[src/rtl/pll_cfg_pkg.sv]
// Shared definitions for the PLL reconfiguration sequencer: register map,
// FSM state encoding, shadow configuration record and counter-word packing.
package pll_cfg_pkg;

    // Reconfiguration management register addresses
    localparam int unsigned RegMode  = 0;
    localparam int unsigned RegStart = 2;
    localparam int unsigned RegN     = 3;
    localparam int unsigned RegM     = 4;
    localparam int unsigned RegC     = 5;
    localparam int unsigned RegK     = 7;
    localparam int unsigned RegBw    = 8;
    localparam int unsigned RegCp    = 9;

    // Index of the final (start) write in the step ROM
    localparam logic [2:0] LastStep = 3'd7;

    typedef enum logic [1:0] {
        StIdle,
        StWrite,
        StSettle,
        StWaitLock
    } state_e;

    // Latched copy of one frequency-point request
    typedef struct packed {
        logic [7:0]  m_hi;
        logic [7:0]  m_lo;
        logic        m_odd;
        logic [7:0]  n_hi;
        logic [7:0]  n_lo;
        logic        n_byp;
        logic [7:0]  c0_hi;
        logic [7:0]  c0_lo;
        logic        c0_odd;
        logic [31:0] k;
        logic [3:0]  bw;
        logic [2:0]  cp;
    } pll_cfg_t;

    // 18-bit counter word: {odd-duty, bypass, high count, low count}
    function automatic logic [17:0] pack_cnt(input logic [7:0] hi,
                                             input logic [7:0] lo,
                                             input logic       odd,
                                             input logic       byp);
        return {odd, byp, hi, lo};
    endfunction

endpackage

[src/rtl/sync2.sv]
// Two-flop synchroniser for a single asynchronous level signal.
module sync2 (
    input  logic clk_i,
    input  logic rst_ni,
    input  logic d_i,
    output logic q_o
);

    logic meta_q;
    logic sync_q;

    // Shift the asynchronous input through two flops
    always_ff @(posedge clk_i or negedge rst_ni) begin
        if (!rst_ni) begin
            meta_q <= 1'b0;
            sync_q <= 1'b0;
        end else begin
            meta_q <= d_i;
            sync_q <= meta_q;
        end
    end

    assign q_o = sync_q;

endmodule

[src/rtl/pll_cfg_seq.sv]
// Runtime PLL reconfiguration sequencer. Latches a frequency-point request,
// streams it as eight back-to-back Avalon-MM writes to the PLL reconfiguration
// management port, lets the PLL settle, then waits (bounded) for lock.
module pll_cfg_seq
    import pll_cfg_pkg::*;
#(
    parameter int unsigned LOCK_TIMEOUT  = 1000000,
    parameter int unsigned SETTLE_CYCLES = 16,
    parameter int unsigned ADDR_W        = 6
) (
    input  logic              clk,
    input  logic              rst_n,
    input  logic              req_i,
    input  logic [7:0]        cfg_m_hi_i,
    input  logic [7:0]        cfg_m_lo_i,
    input  logic              cfg_m_odd_i,
    input  logic [7:0]        cfg_n_hi_i,
    input  logic [7:0]        cfg_n_lo_i,
    input  logic              cfg_n_byp_i,
    input  logic [7:0]        cfg_c0_hi_i,
    input  logic [7:0]        cfg_c0_lo_i,
    input  logic              cfg_c0_odd_i,
    input  logic [31:0]       cfg_k_i,
    input  logic [3:0]        cfg_bw_i,
    input  logic [2:0]        cfg_cp_i,
    output logic              busy_o,
    output logic              done_o,
    output logic              err_o,
    output logic [ADDR_W-1:0] mgmt_address_o,
    output logic              mgmt_write_o,
    output logic [31:0]       mgmt_writedata_o,
    input  logic              mgmt_waitrequest_i,
    input  logic              pll_locked_i
);

    localparam int unsigned TmoW    = $clog2(LOCK_TIMEOUT + 1);
    localparam int unsigned SettleW = $clog2(SETTLE_CYCLES + 1);

    state_e              state_q;
    pll_cfg_t            cfg_q;
    pll_cfg_t            cfg_in;
    logic [2:0]          step_q;
    logic [SettleW-1:0]  settle_q;
    logic [TmoW-1:0]     tmo_q;
    logic                busy_q;
    logic                done_q;
    logic                err_q;
    logic                write_q;
    logic [ADDR_W-1:0]   addr_q;
    logic [31:0]         data_q;
    logic                locked_sync;
    logic [2:0]          rom_idx;
    logic [ADDR_W-1:0]   rom_addr;
    logic [31:0]         rom_data;

    sync2 u_lock_sync (
        .clk_i  (clk),
        .rst_ni (rst_n),
        .d_i    (pll_locked_i),
        .q_o    (locked_sync)
    );

    // Gather the request fields into one record for latching
    always_comb begin
        cfg_in        = '0;
        cfg_in.m_hi   = cfg_m_hi_i;
        cfg_in.m_lo   = cfg_m_lo_i;
        cfg_in.m_odd  = cfg_m_odd_i;
        cfg_in.n_hi   = cfg_n_hi_i;
        cfg_in.n_lo   = cfg_n_lo_i;
        cfg_in.n_byp  = cfg_n_byp_i;
        cfg_in.c0_hi  = cfg_c0_hi_i;
        cfg_in.c0_lo  = cfg_c0_lo_i;
        cfg_in.c0_odd = cfg_c0_odd_i;
        cfg_in.k      = cfg_k_i;
        cfg_in.bw     = cfg_bw_i;
        cfg_in.cp     = cfg_cp_i;
    end

    // Step ROM: address/data of the write to present next. In IDLE this is
    // step 0, which is constant and so does not need the shadow registers.
    always_comb begin
        rom_idx  = (state_q == StWrite) ? step_q + 3'd1 : 3'd0;
        rom_addr = '0;
        rom_data = '0;
        unique case (rom_idx)
            3'd0: begin
                rom_addr = ADDR_W'(RegMode);
                rom_data = 32'd0;
            end
            3'd1: begin
                rom_addr = ADDR_W'(RegN);
                rom_data = {14'b0, pack_cnt(cfg_q.n_hi, cfg_q.n_lo, 1'b0, cfg_q.n_byp)};
            end
            3'd2: begin
                rom_addr = ADDR_W'(RegM);
                rom_data = {14'b0, pack_cnt(cfg_q.m_hi, cfg_q.m_lo, cfg_q.m_odd, 1'b0)};
            end
            3'd3: begin
                rom_addr = ADDR_W'(RegC);
                // Counter select field is 0: C0 is the only output reprogrammed
                rom_data = {9'b0, 5'd0,
                            pack_cnt(cfg_q.c0_hi, cfg_q.c0_lo, cfg_q.c0_odd, 1'b0)};
            end
            3'd4: begin
                rom_addr = ADDR_W'(RegK);
                rom_data = cfg_q.k;
            end
            3'd5: begin
                rom_addr = ADDR_W'(RegBw);
                rom_data = {28'b0, cfg_q.bw};
            end
            3'd6: begin
                rom_addr = ADDR_W'(RegCp);
                rom_data = {29'b0, cfg_q.cp};
            end
            3'd7: begin
                rom_addr = ADDR_W'(RegStart);
                rom_data = 32'd1;
            end
            default: begin
                rom_addr = '0;
                rom_data = '0;
            end
        endcase
    end

    // Sequencer FSM with registered outputs
    always_ff @(posedge clk or negedge rst_n) begin
        if (!rst_n) begin
            state_q  <= StIdle;
            cfg_q    <= '0;
            step_q   <= '0;
            settle_q <= '0;
            tmo_q    <= '0;
            busy_q   <= 1'b0;
            done_q   <= 1'b0;
            err_q    <= 1'b0;
            write_q  <= 1'b0;
            addr_q   <= '0;
            data_q   <= '0;
        end else begin
            done_q <= 1'b0;
            unique case (state_q)
                StIdle: begin
                    if (req_i) begin
                        cfg_q   <= cfg_in;
                        err_q   <= 1'b0;
                        busy_q  <= 1'b1;
                        step_q  <= '0;
                        write_q <= 1'b1;
                        addr_q  <= rom_addr;
                        data_q  <= rom_data;
                        state_q <= StWrite;
                    end
                end
                StWrite: begin
                    // Hold address/data/write while the slave stalls
                    if (!mgmt_waitrequest_i) begin
                        if (step_q == LastStep) begin
                            write_q  <= 1'b0;
                            settle_q <= '0;
                            state_q  <= StSettle;
                        end else begin
                            step_q <= step_q + 3'd1;
                            addr_q <= rom_addr;
                            data_q <= rom_data;
                        end
                    end
                end
                StSettle: begin
                    if (settle_q >= SettleW'(SETTLE_CYCLES - 1)) begin
                        tmo_q   <= '0;
                        state_q <= StWaitLock;
                    end else begin
                        settle_q <= settle_q + SettleW'(1);
                    end
                end
                StWaitLock: begin
                    // Lock takes priority over a coincident timeout
                    if (locked_sync) begin
                        done_q  <= 1'b1;
                        busy_q  <= 1'b0;
                        state_q <= StIdle;
                    end else if (tmo_q >= TmoW'(LOCK_TIMEOUT - 1)) begin
                        err_q   <= 1'b1;
                        busy_q  <= 1'b0;
                        state_q <= StIdle;
                    end else if (tmo_q != '1) begin
                        tmo_q <= tmo_q + TmoW'(1);
                    end
                end
                default: state_q <= StIdle;
            endcase
        end
    end

    assign busy_o           = busy_q;
    assign done_o           = done_q;
    assign err_o            = err_q;
    assign mgmt_write_o     = write_q;
    assign mgmt_address_o   = addr_q;
    assign mgmt_writedata_o = data_q;

endmodule

[config.mk]
export PLATFORM = sky130hd
export DESIGN_NAME = pll_cfg_seq
export DESIGN_NICKNAME = d
export VERILOG_FILES = /design/src/rtl/pll_cfg_pkg.sv /design/src/rtl/sync2.sv /design/src/rtl/pll_cfg_seq.sv
export SDC_FILE = /design/constraint.sdc
export NUM_CORES = 1
export LEC_CHECK = 0
export CAP_MARGIN = 10
export CORE_AREA = 4 4 127 129
export CTS_CLUSTER_SIZE = 40
export DETAILED_ROUTE_END_ITERATION = 10
export DIE_AREA = 0 0 131 133
export PLACE_DENSITY = 0.88
export SLEW_MARGIN = 10
export SYNTH_ARGS = -nofsm -noshare
export SYNTH_HDL_FRONTEND = slang
export SYNTH_SLANG_ARGS = --single-unit
[constraint.sdc]
create_clock -name clk -period 3.2 [get_ports clk]
set_clock_uncertainty 0.05 [all_clocks]
set_input_delay 0.48 -clock clk [delete_from_list [all_inputs] [get_ports clk]]
set_output_delay 0.48 -clock clk [all_outputs]
set_load 0.02 [all_outputs]
## After elaboration in Yosys (flattened, before gate mapping)

Cells that the tools add are included.

| cells by class | value |
|---|---|
| $add $sub $neg | 3 |
| magnitude comparators | 2 |
| equal/unequal tests | 23 |
| muxes and demuxes | 44 |
| reductions and logical operators | 14 |

Operators by type and width:

| operator | number |
|---|---|
| $pmux 32 s8 | 1 |
| $mux 32 | 3 |
| $mux 20 | 4 |
| $pmux 32 s2 | 1 |
| $pmux 6 s8 | 1 |
| $pmux 20 s2 | 1 |
| $add 20x1->20 const B | 1 |
| $ge 20x20->1 const B | 1 |
| $ne 20x20->1 const B | 1 |
| $mux 6 | 3 |
| $ne 2x2->1 const B | 9 |
| $reduce_and 4->1 | 4 |
| $eq 3x3->1 const B | 5 |
| $mux 5 | 3 |
| $mux 2 | 6 |
| $mux 3 | 4 |
| $pmux 6 s2 | 1 |
| $mux 1 | 10 |
| $pmux 5 s2 | 1 |
| $reduce_and 5->1 | 2 |
| $pmux 2 s4 | 1 |
| $reduce_bool 2->1 | 4 |
| $eq 3x2->1 const B | 2 |
| $pmux 1 s2 | 3 |
| other kinds (13) | 14 |

| word-level totals | value |
|---|---|
| register bits | 164 |
| input port bits | 95 |
| logic and storage cells | 110 |

## Depth between registers and ports, before layout

| depth | value |
|---|---|
| depth in word-level cells | 7 |
| gate-level depth with buffers | 9 |
| gate-level depth less buffers | 8 |

## By module

From an unflattened synthesis, not the netlist that was laid out.

| unflattened totals | value |
|---|---|
| cell total of the unflattened synthesis | 617 |
| area total of the unflattened synthesis | 7220.7 µm² |

By module, submodules not included:

| module | times used | cells each | area an instance (µm²) | seq. area each (µm²) |
|---|---|---|---|---|
| pll_cfg_seq | 1 | 615 | 7170.6 | 4003.8 |
| sync2 | 1 | 2 | 50.0 | 50.0 |

## Worst setup path before layout

Ideal clock, no wire load.

| timing | value |
|---|---|
| path kind | reg2reg |
| start point | reg settle_q[0] |
| end point | reg tmo_q[18] |
| library setup time | 0.078 ns |
| arrival time | 2.393 ns |
| path slack | 0.679 ns |
| stages on the path, launching flop included | 10 |
| path buffers | 1 |
| period minus slack after synthesis | 2.521 ns |
| cell sequence | dfrtp_1 -> ha_1 -> and3_1 -> ha_1 -> nor2_1 -> a311o_1 -> or4_1 -> buf_2 -> or4_1 -> a21oi_1 |

| between the ends | value |
|---|---|
| longest elaborated chain between the ends | 3 |

RTL lines:

| item | line | RTL |
|---|---|---|
| from (decl) | pll_cfg_seq.sv:43 | `logic [SettleW-1:0] settle_q;` |
| from (signal assigned) | pll_cfg_seq.sv:176 | `settle_q <= settle_q + SettleW'(1);` |
| $ge 5x4->1 | pll_cfg_seq.sv:172 | `if (settle_q >= SettleW'(SETTLE_CYCLES - 1)) begin` |
| $ne 2x2->1 (no line) | -- |  |
| $reduce_and 5->1 (no line) | -- |  |
| to (signal assigned) | pll_cfg_seq.sv:190 | `tmo_q <= tmo_q + TmoW'(1);` |
| to (decl) | pll_cfg_seq.sv:44 | `logic [TmoW-1:0] tmo_q;` |

Every way passes these cells.
A chain may end at the register's enable or synchronous reset.

## Worst setup path after layout

Same ends and word-level chain as after synthesis.

==> impl_metrics.ini <==
[run_status]
outcome = completed

[synth]
syn_area_um2 = 7340
synthCells = 644
ys_types = 62
avgSynthCellArea_um2 = 11.4
ys_seq_elements = 162
synth_edf_count = 0
async_flop_share_pct = 100
netlist_top_cells_area = dfrtp_1 (55%), mux2_2 (14%), nand2_1 (4.6%)
synth_area_leader_cell = dfrtp_1
synth_top_area_share_pct = 55.2
synth_ff_type = dfrtp_1
yosysWarningCount = 0
seq_area_frac_synth_pct = 55.2

[sta]
setup_violations = 0
fmax_mhz = 372
hold_viol = 0
relSlewSlack_pct = 39.7
rsz0062_at_grt = no
post-route-period-util_pct = 84.0
whs_ns = 0.298
fin_tns_setup_ns = 0
tightest_slew_ns = 0.905
maxSlewViolCount = 0
finalCriticalPeriod_ns = 2.69

[setup_path]
crit_required_ns = 3.50
crit_path_end_kind = register
crit_type = reg -> reg
start_kind = register
cp_max_fo = 8
crit_arrival_ns = 2.99

[placed_design]
dp_hpwl_um = 12200
port_buffers = 134
gp_congestion = 0.860

[finish]
antenna_cells = 0
multi_input_area_um2 = 3120
final_cell_mix = dfrtp_1 (162), clkdlybuf4s50_1 (133), mux2_2 (91)
regArea_um2 = 4050
finish.utilization_pct = 63.5
final_common_cell = dfrtp_1
drive_above_1_share_pct = 19.5
num-nets-final = 881
nFillCells = 1116
syn_to_final_growth_pct = 29.9

[die]
die-width_um = 131
dieArea_um2 = 17400
die_h_um = 133
initial_core_util_pct = 48.8
io_pins = 137
core.rowCount = 45
core-area_um2 = 15000

[global_route]
grt_pass1_wl_um = 28700
grt-ovfl-total = 0
grt_usage_pct = 21.1
antenna_found_initial = 0
grt_pass1_vias = 5676
grt_start_max_net_pins = 71

[clocking]
post_cts_buffers = 0
hold_buffers = 1
cts_buffers = 17
h-tree-depth = 4
clockRootBuffer = clkbuf_16
clock_latency_ns = 0.43
cts.sinks = 162
clock_path_buffers = 2
clkTransAtPathRegs_ns = 0.06
cts_resized = 0
cts_tree = built

[route]
dr.pass1.iters = 5
vias = 5643
wl_per_cell_um = 18.0
totalWireLength_um = 17600
drc = 0
drt_iter0_drc = 326
vias_per_cell = 5.77
postRouteAntennaNets = 0

[power]
ir_worst_vdd_v = 0.000450
power_frac_seq_pct = 40.9
power_frac_comb_pct = 33.6
p_sw_share_pct = 33.0
power_density_nw_per_um2 = 800
p_leak_nw = 3.93
internal-power_mw = 5.11
clockPowerShare_pct = 25.5
p_sw_mw = 2.52

[worst_hold_path]
min_path_type = reg -> reg

[flow_run]
drv_cap = 0
## kinds of logic (layout without fill, tap and decap cells)
logic type / Yosys count / in the layout / share of synthesized area (%)
AOI/OAI and AO/OA: 146 / 146 / 13.9
xor gates and xnor gates: 1 / 1 / 0.119
adders and majority gates: 9 / 9 / 1.53
buffers and inverters: 52 / 197 / 2.81
DFF: 162 / 162 / 55.2
muxes: 100 / 100 / 15.2
other: 1 / 2 / 0.0511
and+or+nand+nor: 173 / 173 / 11.2
## synth_stat cells, types with 6 or more instances
master	instances
nor3_1	10
nand2_1	89
nor2_1	14
a221oi_1	13
o21ai_0	52
mux2i_1	9
a21oi_1	15
dfrtp_1	162
nand3_1	14
inv_1	11
ha_1	9
mux2_2	91
clkbuf_1	34
a22o_1	15
nand2b_1	6
## through the flow
step | worst slack [ns] | area, µm² | power (mW) | std cells
floorplan | 0.679 | 7350 | 4.84 | 645
global placement | 0.612 | 8960 | 5.59 | 945
detailed placement | 0.512 | 8960 | 5.72 | 945
CTS | 0.511 | 9540 | 7.69 | 978
global route | 0.334 | 9540 | 8.09 | 978
finish | 0.513 | 9540 | 7.63 | 978
## final timing paths
kind	cells after the start	startpoint	slack [ns]	endpoint
worst max-delay path	8	settle_q[0]	0.51	tmo_q[18]
worst min-delay path	0	u_lock_sync.meta_q	0.30	u_lock_sync.q_o
worst max register to register	8	settle_q[0]	0.51	tmo_q[18]
worst min register to register	0	u_lock_sync.meta_q	0.30	u_lock_sync.q_o
max in group asynchronous	3	rst_n	1.68	tmo_q[13]
min in group asynchronous	2	rst_n	0.53	cfg_q[15]
## critical path: stages (launching register included)
cell and delay (ns):
dfrtp_1 0.40, ha_1 0.21, and3_1 0.17, ha_1 0.14
nor2_1 0.06, a311o_1 0.37, or4_1 0.63, or4_1 0.45
a21oi_1 0.15
## power by group through the flow
stage | clock network (mW) | registers (mW) | logic (mW)
after floorplan | 0 | 3.09 | 1.75
after global placement | 0 | 3.11 | 2.48
after detailed placement | 0 | 3.15 | 2.56
after CTS | 1.98 | 3.12 | 2.59
after global routing | 2.07 | 3.19 | 2.83
final | 1.95 | 3.12 | 2.57
## final cells by class
type,count,area share [%]
clock buffer,18,4.60
clock inverter,14,1.34
inverter,11,0.433
multi-input combinational,431,32.7
sequential,162,42.5
tap,188,2.47
timing repair buffer,154,15.9
## registers in the layout (all words and copies together) (netlist names)
register,count
cfg_q,90
mgmt_writedata_o,32
tmo_q,20
settle_q,5
mgmt_address_o,4
step_q,3
state_q,2
busy_o,1
done_o,1
err_o,1
mgmt_write_o,1
u_lock_sync.meta_q,1
u_lock_sync.q_o,1
## layer usage
| metal | routed length (µm) | track usage [%] |
|---|---|---|
| met1 | 7050 | 26.2 |
| met2 | 8650 | 33.4 |
| met3 | 1520 | 8.16 |
| met4 | 382 | 7.26 |
| met5 | 0 | 0 |
(Power assumes the default switching activity.)
